## config.mk

```make
export PLATFORM = sky130hd
export DESIGN_NAME = mdu
export DESIGN_NICKNAME = d
export VERILOG_FILES = /design/src/rtl/mdu_pkg.sv /design/src/rtl/mdu_decode.sv /design/src/rtl/mdu.sv
export SDC_FILE = /design/constraint.sdc
export NUM_CORES = 1
export LEC_CHECK = 0
export ABC_AREA = 1
export CELL_PAD_IN_SITES_DETAIL_PLACEMENT = 1
export CELL_PAD_IN_SITES_GLOBAL_PLACEMENT = 1
export CORE_MARGIN = 2
export CORE_UTILIZATION = 30
export CTS_BUF_LIST = sky130_fd_sc_hd__clkbuf_8 sky130_fd_sc_hd__clkbuf_16
export CTS_CLUSTER_DIAMETER = 120
export DETAILED_ROUTE_END_ITERATION = 7
export MAX_ROUTING_LAYER = met4
export PLACE_DENSITY = 0.66
export SKIP_CTS_REPAIR_TIMING = 1
export SLEW_MARGIN = 5
export SYNTH_ARGS = -nofsm -noshare
export SYNTH_HDL_FRONTEND = slang
export SYNTH_SLANG_ARGS = --single-unit
```

## constraint.sdc

```tcl
create_clock -name clk -period 6.5 [get_ports clk]
set_input_delay 1.3 -clock clk [delete_from_list [all_inputs] [get_ports clk]]
set_output_delay 1.3 -clock clk [all_outputs]
set_load 0.1 [all_outputs]
```

## src/rtl/mdu_pkg.sv

```systemverilog
// Shared MIPS decode types for the multiply/divide unit.
package mips_decls_p;

  typedef enum logic [5:0] {
    F_SLL   = 6'h00,
    F_MFHI  = 6'h10,
    F_MTHI  = 6'h11,
    F_MFLO  = 6'h12,
    F_MTLO  = 6'h13,
    F_MULT  = 6'h18,
    F_MULTU = 6'h19,
    F_DIV   = 6'h1A,
    F_DIVU  = 6'h1B,
    F_ADD   = 6'h20
  } funct_t;

  typedef enum logic [1:0] {
    IDLE,
    CALC,
    SIGN,
    DONE
  } mdu_state_t;

  typedef enum logic [2:0] {
    MDU_NONE,
    MDU_MUL,
    MDU_DIV,
    MDU_MFHI,
    MDU_MFLO,
    MDU_MTHI,
    MDU_MTLO
  } mdu_op_t;

endpackage

```

## src/rtl/mdu_decode.sv

```systemverilog
// Maps an R-type funct code to an MDU operation and a signed flag.
module mdu_decode
  import mips_decls_p::*;
(
  input  funct_t  i_funct,
  output mdu_op_t o_op,
  output logic    o_signed
);

  // Pure decode; anything that is not an MDU funct becomes MDU_NONE.
  always_comb begin
    o_op     = MDU_NONE;
    o_signed = 1'b0;
    case (i_funct)
      F_MULT:  begin o_op = MDU_MUL; o_signed = 1'b1; end
      F_MULTU: o_op = MDU_MUL;
      F_DIV:   begin o_op = MDU_DIV; o_signed = 1'b1; end
      F_DIVU:  o_op = MDU_DIV;
      F_MFHI:  o_op = MDU_MFHI;
      F_MFLO:  o_op = MDU_MFLO;
      F_MTHI:  o_op = MDU_MTHI;
      F_MTLO:  o_op = MDU_MTLO;
      default: o_op = MDU_NONE;
    endcase
  end

endmodule

```

## src/rtl/mdu.sv

```systemverilog
// Iterative multiply/divide unit owning HI/LO; one operand bit per cycle.
module mdu
  import mips_decls_p::*;
#(
  parameter int unsigned WIDTH = 32
) (
  input  logic             clk,
  input  logic             reset,
  input  logic             start,
  input  funct_t           funct,
  input  logic [WIDTH-1:0] a,
  input  logic [WIDTH-1:0] b,
  output logic [WIDTH-1:0] result,
  output logic             busy,
  output logic             done,
  output logic             stall,
  output logic [WIDTH-1:0] hi,
  output logic [WIDTH-1:0] lo
);

  localparam int unsigned CW = $clog2(WIDTH + 1);
  localparam int unsigned AW = 2 * WIDTH;

  mdu_state_t       r_state;
  logic [AW-1:0]    r_acc;
  logic [WIDTH-1:0] r_bmag;
  logic [CW-1:0]    r_cnt;
  logic             r_div;
  logic             r_sa;
  logic             r_sb;
  logic             r_div0;
  logic [WIDTH-1:0] r_hi;
  logic [WIDTH-1:0] r_lo;

  mdu_op_t          w_op;
  logic             w_signed;
  logic             w_sa;
  logic             w_sb;
  logic [WIDTH-1:0] w_amag;
  logic [WIDTH-1:0] w_bmag;
  logic             w_accept;
  logic [CW-1:0]    w_cnt_nxt;
  logic [WIDTH-1:0] w_addend;
  logic [WIDTH:0]   w_sum;
  logic [AW-1:0]    w_mul_nxt;
  logic [WIDTH:0]   w_rem_sh;
  logic             w_ge;
  logic [WIDTH-1:0] w_diff;
  logic [WIDTH-1:0] w_rem_new;
  logic [AW-1:0]    w_div_nxt;
  logic [AW-1:0]    w_prod_fix;
  logic [WIDTH-1:0] w_quo;
  logic [WIDTH-1:0] w_rem;
  logic [WIDTH-1:0] w_quo_fix;
  logic [WIDTH-1:0] w_rem_fix;

  mdu_decode u_decode (
    .i_funct  (funct),
    .o_op     (w_op),
    .o_signed (w_signed)
  );

  assign busy  = (r_state == CALC) || (r_state == SIGN);
  assign done  = (r_state == DONE);
  assign stall = start & busy;
  assign hi    = r_hi;
  assign lo    = r_lo;

  // Operand magnitudes; the signs are reapplied in SIGN.
  assign w_sa     = w_signed & a[WIDTH-1];
  assign w_sb     = w_signed & b[WIDTH-1];
  assign w_amag   = w_sa ? -a : a;
  assign w_bmag   = w_sb ? -b : b;
  assign w_accept = start & ~busy;
  assign w_cnt_nxt = r_cnt + CW'(1);

  // Shift-add step: multiplier in the low half, partial product in the high half.
  assign w_addend  = r_acc[0] ? r_bmag : '0;
  assign w_sum     = {1'b0, r_acc[AW-1:WIDTH]} + {1'b0, w_addend};
  assign w_mul_nxt = {w_sum, r_acc[WIDTH-1:1]};

  // Restoring division step: remainder in the high half, dividend/quotient low.
  assign w_rem_sh  = r_acc[AW-1:WIDTH-1];
  assign w_ge      = (w_rem_sh >= {1'b0, r_bmag});
  assign w_diff    = WIDTH'(w_rem_sh - {1'b0, r_bmag});
  assign w_rem_new = w_ge ? w_diff : WIDTH'(w_rem_sh);
  assign w_div_nxt = {w_rem_new, r_acc[WIDTH-2:0], w_ge};

  // Sign fix-up; divide by zero keeps all-ones quotient, remainder fix restores a.
  assign w_prod_fix = (r_sa ^ r_sb) ? -r_acc : r_acc;
  assign w_quo      = r_acc[WIDTH-1:0];
  assign w_rem      = r_acc[AW-1:WIDTH];
  assign w_quo_fix  = r_div0 ? '1 : ((r_sa ^ r_sb) ? -w_quo : w_quo);
  assign w_rem_fix  = r_sa ? -w_rem : w_rem;

  // MFHI/MFLO read path, straight from the registers.
  always_comb begin
    result = '0;
    case (w_op)
      MDU_MFHI: result = r_hi;
      MDU_MFLO: result = r_lo;
      default:  result = '0;
    endcase
  end

  // Control FSM plus HI/LO and iteration datapath.
  always_ff @(posedge clk) begin
    if (reset) begin
      r_state <= IDLE;
      r_acc   <= '0;
      r_bmag  <= '0;
      r_cnt   <= '0;
      r_div   <= 1'b0;
      r_sa    <= 1'b0;
      r_sb    <= 1'b0;
      r_div0  <= 1'b0;
      r_hi    <= '0;
      r_lo    <= '0;
    end else begin
      case (r_state)
        IDLE, DONE: begin
          r_state <= IDLE;
          if (w_accept) begin
            case (w_op)
              MDU_MUL, MDU_DIV: begin
                r_state <= CALC;
                r_div   <= (w_op == MDU_DIV);
                r_sa    <= w_sa;
                r_sb    <= w_sb;
                r_div0  <= (w_op == MDU_DIV) && (b == '0);
                r_acc   <= {{WIDTH{1'b0}}, w_amag};
                r_bmag  <= w_bmag;
                r_cnt   <= '0;
              end
              MDU_MTHI: r_hi <= a;
              MDU_MTLO: r_lo <= a;
              default: ;
            endcase
          end
        end
        CALC: begin
          r_acc <= r_div ? w_div_nxt : w_mul_nxt;
          r_cnt <= w_cnt_nxt;
          if (w_cnt_nxt == CW'(WIDTH)) begin
            r_state <= SIGN;
          end
        end
        SIGN: begin
          if (r_div) begin
            r_hi <= w_rem_fix;
            r_lo <= w_quo_fix;
          end else begin
            {r_hi, r_lo} <= w_prod_fix;
          end
          r_state <= DONE;
        end
        default: r_state <= IDLE;
      endcase
    end
  end

endmodule

```

==> impl_results.md, run 1 <==
* Syn_nets at 3424
* Adder-Cell Fraction of Synth Area at 0.0518
* Mapped Avg Cell Area at 5.54 um^2
* Post-synthesis sequential area ratio at 0.190
* Num CTS Buffers at 17
* Stopped at: detailed routing
* Run Error: [ERROR DRT-0255] Maze Route cannot find path of net clk in worker of routeBox ( 241500 0 ) ( 249950 48300 ).
* Outcome: did not finish
* Synth Register Bits at 172
* Die width at 250 um
* DIE HEIGHT at 250 um
* CTS Root Cell: clkbuf_16
* Largest net degree at the start of global routing at 64
* Row count at 90
* Post-synth ARST share at 0
* CTS Buffer Depth at 2
* Starting density of the core at 0.302
* Placer congestion estimate at 0.975
* Post-synth cell types at 56
* Clock Sinks at 172
* Initial antenna violation count at 1
* H-tree depth at 4
* Vias in the first global route at 21712
* Cells after Synth at 3277
* Total global routing track utilization at 0.293
* Ys flop type: dfxtp_1
* Compound-Gate Fraction of Synth Area at 0.191
* Synth Area in Simple Gates at 0.398
* Ys Warns at 0
* Area leader, netlist: dfxtp_1
* Boundary Pins at 172
* IO Port Bufs at 171
* Grt ovf at 0
* Xor and xnor area share after synthesis at 0.0290
* Top post-synthesis cells by area: dfxtp_1, nand2_1, inv_1, nor2_1, nand3_1
* EDFF count, synth at 0
* Yosys top cell area share at 0.190
* Detailed Place HPWL at 72.9 mm
* Largest family of logic cells by synthesized area: simple AND/OR/NAND/NOR gates
* First-pass GRT wire length at 135 mm
* Post-synthesis mux area share at 0
* Synth Cell Area at 18100 um^2
## cells by family after synthesis
kind of cell / Yosys count
AOI/OAI and AO/OA: 634
xor gates and xnor gates: 60
adders and majority gates: 74
buffers and inverters: 645
DFF: 172
and+or+nand+nor: 1692
## cell usage after synthesis, types with 2 or more instances
| library cell | instances |
|---|---|
| o21ai_1 | 16 |
| nor2_2 | 17 |
| and3_1 | 3 |
| fa_1 | 2 |
| clkbuf_1 | 60 |
| inv_1 | 512 |
| a31oi_1 | 32 |
| a221oi_1 | 4 |
| nand4_1 | 58 |
| nand2_1 | 887 |
| or2_2 | 6 |
| nor2_8 | 2 |
| o22ai_1 | 32 |
| a21oi_4 | 4 |
| and2_1 | 2 |
| nand3b_1 | 15 |
| o21bai_1 | 5 |
| xnor2_1 | 22 |
| nand3_1 | 258 |
| buf_1 | 13 |
| inv_2 | 15 |
| a211oi_1 | 8 |
| nor2_4 | 4 |
| a21oi_1 | 252 |
| buf_4 | 8 |
| buf_6 | 10 |
| nand3_2 | 7 |
| nand2_2 | 20 |
| nand2_4 | 3 |
| ha_1 | 72 |
| nor4_1 | 6 |
| o2111ai_1 | 4 |
| nor3_1 | 27 |
| o211ai_1 | 9 |
| nor3b_1 | 2 |
| dfxtp_1 | 172 |
| o21ai_0 | 254 |
| o21a_1 | 4 |
| buf_2 | 27 |
| nor2_1 | 370 |
| xor2_1 | 38 |
## stage by stage
stage / cells / hold WS (ns) / area, um^2 / setup slack (ns) / util
global placement: 4129 / 0.457 / 20300 / 1.45 / 0.338
CTS: 4160 / 0.485 / 20900 / 1.37 / 0.347
global route: 4161 / 0.507 / 20900 / 1.63 / 0.347
floorplan: 3277 / 0.444 / 18100 / 1.85 / -
detailed placement: 4129 / 0.472 / 20300 / 1.36 / 0.338
## metal layers
metal,track usage
met2,0.489
met4,0.166
met1,0.342
met3,0.0359
met5,-
==> run 2, diff against run 1 <==
CELL_PAD_IN_SITES_DETAIL_PLACEMENT = not set   (was 1)
CELL_PAD_IN_SITES_GLOBAL_PLACEMENT = not set   (was 1)
CORE_UTILIZATION = 20   (was 30)
CTS_BUF_LIST = not set   (was sky130_fd_sc_hd__clkbuf_8 sky130_fd_sc_hd__clkbuf_16)
CTS_CLUSTER_DIAMETER = not set   (was 120)
MAX_ROUTING_LAYER = not set   (was met4)
PLACE_DENSITY = not set   (was 0.66)
PLACE_DENSITY_LB_ADDON = 0.15   (was not set)
==> impl_results.md, run 2 <==
* Synth Register Bits at 172
* Worst EP required at 5.20 ns
* Worst-margin pin slew at 1.17 ns
* Post-synthesis sequential area ratio at 0.190
* Worst Hold Depth at 2
* Vias per Instance at 4.72
* Fmax achieved at 228 MHz
* M1 GR Usage at 0.258
* CP Class: in -> out
* Routed vias at 21510
* H-tree depth at 4
* CTS tree: built
* R2R setup slack at 2.81 ns
* Clock latency on the worst-skew pair at 0.49 ns
* Met3 GRT Util at 0.0289
* Period utilization at 0.674
* Storage cell area at 3450 um^2
* Clock period minus worst slack at 4.38 ns
* Syn_nets at 3424
* Total global routing track utilization at 0.201
* Residual DRC at 0
* Row count at 110
* Met2 Use GR at 0.349
* Commonest cells in the netlist: nand2_1, inv_1, nor2_1
* Unrepaired setup endpoints after global routing: false
* Outcome: completed
* Critical Path End Type: output pin
* CTS Root Cell: clkbuf_16
* Placer congestion estimate at 0.893
* Reg-to-Reg Start: r_acc[0]$_SDFFE_PP0P_
* Crit path max fanout at 32
* Pre-Repair DR Iteration Count at 6
* Fin nets at 3518
* Biggest register: r_acc
* Cells after Synth at 3277
* Final hold violation count at 0
* Ys Warns at 0
* Top post-synthesis cells by area: dfxtp_1, nand2_1, inv_1, nor2_1, nand3_1
* Setup TNS at 0 ns
* HP Class: reg -> reg
* CP arrival at 3.08 ns
* Full die area at 93200 um^2
* Leak Pwr at 10.1 nW
* Min-delay src: r_cnt[5]$_SDFFE_PP0P_
* Max Cap Viol at 0
* First-pass GRT wire length at 139 mm
* Reg2reg path depth at 15
* Worst vdd ir at 0.192 mV
* Mapped Avg Cell Area at 5.54 um^2
* Final setup viols at 0
* Hold Slack at 0.480 ns
* Starting density of the core at 0.202
* Initial DRC Count at 1886
* Area Overhead vs Synth at 18.2%
* Post-synth cell types at 56
* Yosys top cell area share at 0.190
* Ys flop type: dfxtp_1
* Boundary Pins at 172
* WL/cell at 21.0 um
* Die width at 305 um
* Detailed Place HPWL at 77.4 mm
* Synth Cell Area at 18100 um^2
* Final antenna-violating net count at 0
* IO Port Bufs at 171
* Max reg flops at 64
* Skew final at 0.0209 ns
* Wirelength, routed at 95.9 mm
* Grt ovf at 0
* CTS Buffer Depth at 2
* CP Launch Type: input pin
* Power per cell area at 138 nW/um^2
* Fillers at 10634
* Post-synth ARST share at 0
* EDFF count, synth at 0
* Share of layout cells above drive strength 1 at 0.0526
* Most Crowded Layer GR: met2
* Largest net degree at the start of global routing at 77
* Slew headroom at 0.220
* Num CTS Buffers at 17
* Commonest non-fill, non-tap cell in the layout: nand2_1
* Most numerous cell in the Yosys netlist: nand2_1
* CTS clk-pin slew, worst paths at 0.08 ns
* N_diodes at 0
* DIE HEIGHT at 305 um
* Initial antenna violation count at 1
* WHS Endpoint: r_cnt[5]$_SDFFE_PP0P_
* Vias in the first global route at 20340
* Area of the multi-input gates at 12200 um^2
* Area leader, netlist: dfxtp_1
* Worst r2r dst: r_acc[58]$_SDFFE_PP0P_
* Core area at 90000 um^2
* Clock Sinks at 172
* Final Slew Violations at 0
* Most frequent cells in the layout: nand2_1, inv_1, nor2_1
## run 2: cell counts after synthesis
Identical to the previous run, type by type.
## run 2: logic make-up (layout without fill, tap and decap cells)
| group | Yosys count | in the layout | share of synthesized area |
|---|---|---|---|
| simple gates | 1692 | 1692 | 0.398 |
| xor+xnor | 60 | 60 | 0.0290 |
| fa+ha+maj | 74 | 74 | 0.0518 |
| flops | 172 | 172 | 0.190 |
| compound gates | 634 | 634 | 0.191 |
| buf+inv | 645 | 752 | 0.141 |
## run 2: area by class of cell
cell class,instances,share of cell area
clock buffer,17,0.0198
inverter,527,0.0923
clock inverter,15,0.00776
sequential,172,0.161
multi-input combinational,2460,0.567
timing repair buffer,193,0.0836
tap,1176,0.0686
## run 2: per-layer routing
layer	wire length (um)	up-vias
met5	0	-
met4	2640	0
met3	4510	86
met2	46600	581
met1	42200	10114
li1	-	10729
## run 2: how the worst max path moves through the flow
stage | to | cells after the start | start | slack (ns)
after global placement | result[7] | 8 | funct[0] | 2.12
final | result[7] | 8 | funct[0] | 2.12
after floorplan | result[0] | 4 | funct[2] | 1.85
after CTS | result[7] | 8 | funct[0] | 2.12
after detailed placement | result[7] | 8 | funct[0] | 2.12
after global routing | result[7] | 8 | funct[0] | 1.98
## run 2: critical path, stage by stage
cell	delay, ns
clkdlybuf4s50_1	0.46
inv_1	0.14
nand2_1	0.09
inv_1	0.08
nand3_1	0.07
buf_4	0.24
o22ai_1	0.29
buf_4	0.36
## run 2: report_power, final
part           internal, mW  switching (mW)  total, mW
Clock                 0.551           0.570       1.12
Sequential             1.07          0.0236       1.09
Combinational         0.218           0.539      0.757
Total                  1.84            1.13       2.97
## run 2: through the flow
step	std cells	setup slack (ns)	total power [mW]	util	cell area [um^2]
3_3_place_gp	4528	2.12	1.87	0.232	20900
4_1_cts	4560	2.12	2.99	0.238	21400
5_1_grt	4560	1.98	3.11	0.238	21400
3_5_place_dp	4528	2.12	1.87	0.232	20900
2_1_floorplan	3277	1.85	1.60	-	18100
6_report	4560	2.12	2.97	0.238	21400
Note: power is estimated with default switching activity, not from simulation.
==> run 3, diff against run 2 <==
clock period = 4.4 ns   (was 6.5 ns; I/O delays follow)
==> impl_results.md, run 3 (synthesis results as in run 2) <==
* Outcome: completed
* Routed vias at 21588
* Critical-path top delay cell: clkdlybuf4s50_1
* Met3 GRT Util at 0.0217
* WP buf/inv at 5
* Min-delay src: r_cnt[5]$_SDFFE_PP0P_
* Wirelength, routed at 97.5 mm
* Crit path max fanout at 32
* CTS tree: built
* CTS clk-pin slew, worst paths at 0.08 ns
* Setup TNS at 0 ns
* CP Class: in -> out
* WL/cell at 21.3 um
* Final Slew Violations at 0
* Sw frac at 0.386
* CP arrival at 2.59 ns
* Residual DRC at 0
* Final hold violation count at 0
* Psw at 1.72 mW
* H-tree depth at 4
* Final antenna-violating net count at 0
* Clock latency on the worst-skew pair at 0.52 ns
* Crit path from: funct[0]
* Fillers at 10606
* CTS Root Cell: clkbuf_16
* Final setup viols at 0
* Clock period minus worst slack at 3.47 ns
* HP Class: reg -> reg
* Starting density of the core at 0.202
* Power, Total at 4.45 mW
* Full die area at 93200 um^2
* Initial antenna violation count at 1
* Clock Sinks at 172
* Most frequent cells in the layout: nand2_1, inv_1, nor2_1
* Seq pwr share at 0.363
* Grt ovf at 0
* Reg-to-Reg Start: r_acc[0]$_SDFFE_PP0P_
* Share of layout cells above drive strength 1 at 0.0582
* Skew final at 0.0137 ns
* Boundary Pins at 172
* Detailed Place HPWL at 79.2 mm
* Leak Pwr at 10.3 nW
* Fin nets at 3537
* Max Cap Viol at 0
* Placer congestion estimate at 0.925
* Max reg flops at 64
* Row count at 110
* Pre-Repair DR Iteration Count at 6
* CP Cell Sequence: clkdlybuf4s50_1, inv_1, nand2_1, inv_1, nand3_1, buf_4, o22ai_1, buf_12
* Clock power frac at 0.384
* CP peak stage delay at 0.46 ns
* Commonest non-fill, non-tap cell in the layout: nand2_1
* Initial DRC Count at 1756
* Largest delay contributor family on the critical path: buffers and inverters
* Fmax achieved at 288 MHz
* Period utilization at 0.789
* Largest net degree at the start of global routing at 57
* Die width at 305 um
* Critical Path End Type: output pin
* Met2 Use GR at 0.352
* Total global routing track utilization at 0.206
* Area Overhead vs Synth at 21.5%
* IO Port Bufs at 171
* DIE HEIGHT at 305 um
* Most Crowded Layer GR: met2
* M1 GR Usage at 0.267
* First-pass GRT wire length at 142 mm
* Worst-margin pin slew at 1.08 ns
* Cell mode on critical path: inv_1
* Vias in the first global route at 20568
* Logic pwr share at 0.253
* Power per cell area at 202 nW/um^2
* Biggest register: r_acc
* Internal at 2.73 mW
* Num CTS Buffers at 17
* Unrepaired setup endpoints after global routing: false
* CTS Buffer Depth at 2
* Slew headroom at 0.275
* Vias per Instance at 4.71
* Core area at 90000 um^2
* Worst EP required at 3.52 ns
* N_diodes at 0
* CP Launch Type: input pin
* Worst vdd ir at 0.321 mV
run 3: changes by cell type in the layout (fill, tap and decap cells not counted), moves of 3 or more:
cell,previous run,this run
clkinv_8,1,5
buf_4,54,40
inv_6,7,4
buf_12,0,34
run 3: per-stage QoR:
stage	cell area, um^2	setup slack (ns)	cells	hold slack [ns]	utilization
after detailed placement	21400	0.917	4547	0.472	0.238
after floorplan	18100	0.589	3277	0.444	-
after CTS	22000	0.913	4579	0.485	0.245
after global routing	22000	0.801	4579	0.524	0.245
final	22000	0.929	4579	0.484	0.245
after global placement	21400	0.913	4547	0.473	0.238
run 3: final cells by class:
| cell class | instances | area (um^2) | area share |
|---|---|---|---|
| clock inverters | 15 | 199 | 0.00903 |
| flip-flops and latches | 172 | 3450 | 0.156 |
| inverters | 527 | 1980 | 0.0898 |
| clock buffers | 17 | 425 | 0.0193 |
| well taps | 1176 | 1470 | 0.0668 |
| repair buffers | 212 | 2360 | 0.107 |
| multi-input cells | 2460 | 12200 | 0.552 |
run 3: worst paths after layout:
check,depth (start not counted),slack (ns),to
min reg2reg,2,0.48,r_cnt[5]$_SDFFE_PP0P_
max reg2reg,15,1.16,r_acc[58]$_SDFFE_PP0P_
max,8,0.93,result[7]
min,2,0.48,r_cnt[5]$_SDFFE_PP0P_
run 3: metal layers:
metal,routed length (um),up-vias
met5,13,-
met4,3340,2
met3,4120,117
met2,46300,620
met1,43700,10086
li1,-,10763
run 3: power groups by stage:
| stage | combinational (mW) | sequential, mW | clock (mW) |
|---|---|---|---|
| 2_1_floorplan | 0.689 | 1.67 | 0 |
| 3_3_place_gp | 1.12 | 1.65 | 0 |
| 3_5_place_dp | 1.12 | 1.65 | 0 |
| 4_1_cts | 1.12 | 1.61 | 1.74 |
| 5_1_grt | 1.23 | 1.62 | 1.79 |
| 6_report | 1.13 | 1.61 | 1.71 |
run 3: tightest hold or removal path, stage by stage, from the launching register on:
cell     delay (ns)
dfxtp_1        0.33
nand2_1        0.06
a21oi_1        0.05
==> run 4, diff against run 3 <==
clock period = 3.4 ns   (was 4.4 ns; I/O delays follow)
==> impl_results.md, run 4 (synthesis results as in run 2) <==
* Boundary Pins at 172
* Worst r2r dst: r_acc[60]$_SDFFE_PP0P_
* Crit path from: funct[0]
* Final hold violation count at 0
* Seq pwr share at 0.362
* Largest delay contributor family on the critical path: buffers and inverters
* Outcome: completed
* CP Launch Type: input pin
* First-pass GRT wire length at 143 mm
* Total global routing track utilization at 0.208
* Sw frac at 0.385
* Detailed Place HPWL at 81.0 mm
* Worst EP required at 2.72 ns
* HP Class: reg -> reg
* Psw at 2.21 mW
* Clock latency on the worst-skew pair at 0.52 ns
* WL/cell at 21.3 um
* Unrepaired setup endpoints after global routing: false
* Initial DRC Count at 1836
* Critical-path top delay cell: clkdlybuf4s50_1
* DIE HEIGHT at 305 um
* CTS tree: built
* N_diodes at 0
* Final Instance Count excl. Fillers at 4637
* Storage cell area at 3450 um^2
* CP arrival at 2.45 ns
* WP buf/inv at 5
* Row count at 110
* Clock period minus worst slack at 3.13 ns
* Largest net degree at the start of global routing at 58
* Clock power frac at 0.379
* Area of the multi-input gates at 12200 um^2
* Routed vias at 21879
* Area Overhead vs Synth at 23.1%
* H-tree depth at 4
* Worst vdd ir at 0.394 mV
* Power per cell area at 257 nW/um^2
* Worst Hold Depth at 2
* IO Port Bufs at 171
* R2R setup slack at 0.52 ns
* Logic pwr share at 0.259
* Grt ovf at 0
* Most frequent cells in the layout: nand2_1, inv_1, nor2_1
* Wirelength, routed at 98.8 mm
* Residual DRC at 0
* Max Cap Viol at 0
* Die width at 305 um
* WHS Endpoint: r_cnt[5]$_SDFFE_PP0P_
* CTS Buffer Depth at 2
* CP Class: in -> out
* Share of layout cells above drive strength 1 at 0.0930
* Period utilization at 0.919
* Biggest register: r_acc
* Reg-to-Reg Start: r_acc[31]$_SDFFE_PP0P_
* Starting density of the core at 0.202
* Reg2reg path depth at 16
* Commonest non-fill, non-tap cell in the layout: nand2_1
* Vias per Instance at 4.72
* Vias in the first global route at 20693
* CTS clk-pin slew, worst paths at 0.08 ns
* Max reg flops at 64
* Fin nets at 3595
* Final setup viols at 0
* Crit path max fanout at 32
* Fillers at 10541
* Placer congestion estimate at 0.914
* Core area at 90000 um^2
* Critical Path End Type: output pin
* CP peak stage delay at 0.46 ns
* Initial antenna violation count at 4
* Full die area at 93200 um^2
* Skew final at 0.0230 ns
* Min-delay src: r_cnt[5]$_SDFFE_PP0P_
* Final antenna-violating net count at 0
* Leak Pwr at 10.8 nW
* Final Slew Violations at 0
* Final WS setup at 0.274 ns
* Pre-CTS setup slack at 0.322 ns
* Clock Sinks at 172
* Num CTS Buffers at 17
* CP Cell Sequence: clkdlybuf4s50_1, inv_1, nand2_1, inv_1, nand3_1, buf_4, o22ai_1, buf_12
* Pre-Repair DR Iteration Count at 8
* Worst-margin pin slew at 0.883 ns
* Placed Cells at 4605
* CTS Root Cell: clkbuf_16
* Slew headroom at 0.405
* Internal at 3.53 mW
* Fmax achieved at 320 MHz
* Cell mode on critical path: inv_1
-- run 4: through the flow --
stage / utilization / TNS (ns) / hold WS, ns / power, mW / area, um^2
2_1_floorplan: - / -0.316 / 0.444 / 3.06 / 18100
3_3_place_gp: 0.242 / 0 / 0.477 / 3.61 / 21700
3_5_place_dp: 0.242 / 0 / 0.475 / 3.60 / 21700
4_1_cts: 0.248 / 0 / 0.487 / 5.78 / 22300
5_1_grt: 0.248 / 0 / 0.501 / 6.00 / 22300
6_report: 0.248 / 0 / 0.486 / 5.74 / 22300
-- run 4: how the worst max path moves through the flow --
| stage | cells past startpoint | end |
|---|---|---|
| floorplan | 4 | result[0] |
| CTS | 8 | result[7] |
| detailed placement | 8 | result[7] |
| global placement | 8 | result[7] |
| global route | 8 | result[7] |
| finish | 8 | result[7] |
-- run 4: routing by layer --
| metal | vias to the layer above | track usage | wire (um) |
|---|---|---|---|
| met5 | - | 0 | 54 |
| met4 | 8 | 0.0677 | 3120 |
| met3 | 118 | 0.0329 | 4740 |
| met2 | 588 | 0.357 | 47700 |
| met1 | 10268 | 0.264 | 43200 |
| li1 | 10897 | - | - |
-- run 4: final cells by class --
| class | instances | share of cell area |
|---|---|---|
| clock buffers | 17 | 0.0190 |
| well taps | 1176 | 0.0658 |
| flip-flops and latches | 172 | 0.154 |
| clock inverters | 15 | 0.00767 |
| multi-input cells | 2460 | 0.544 |
| inverters | 527 | 0.0885 |
| repair buffers | 270 | 0.120 |
-- run 4: power groups by stage --
| stage | Combinational, mW | Clock (mW) | Sequential [mW] |
|---|---|---|---|
| floorplan | 0.891 | 0 | 2.17 |
| global placement | 1.48 | 0 | 2.13 |
| detailed placement | 1.48 | 0 | 2.13 |
| CTS | 1.48 | 2.22 | 2.08 |
| global route | 1.62 | 2.30 | 2.08 |
| finish | 1.48 | 2.17 | 2.08 |
-- run 4: worst min-delay path, delay by kind of cell, from the launching register on --
kind            cells  cell delay (ns)
compound gates      1             0.05
flops               1             0.33
simple gates        1             0.06
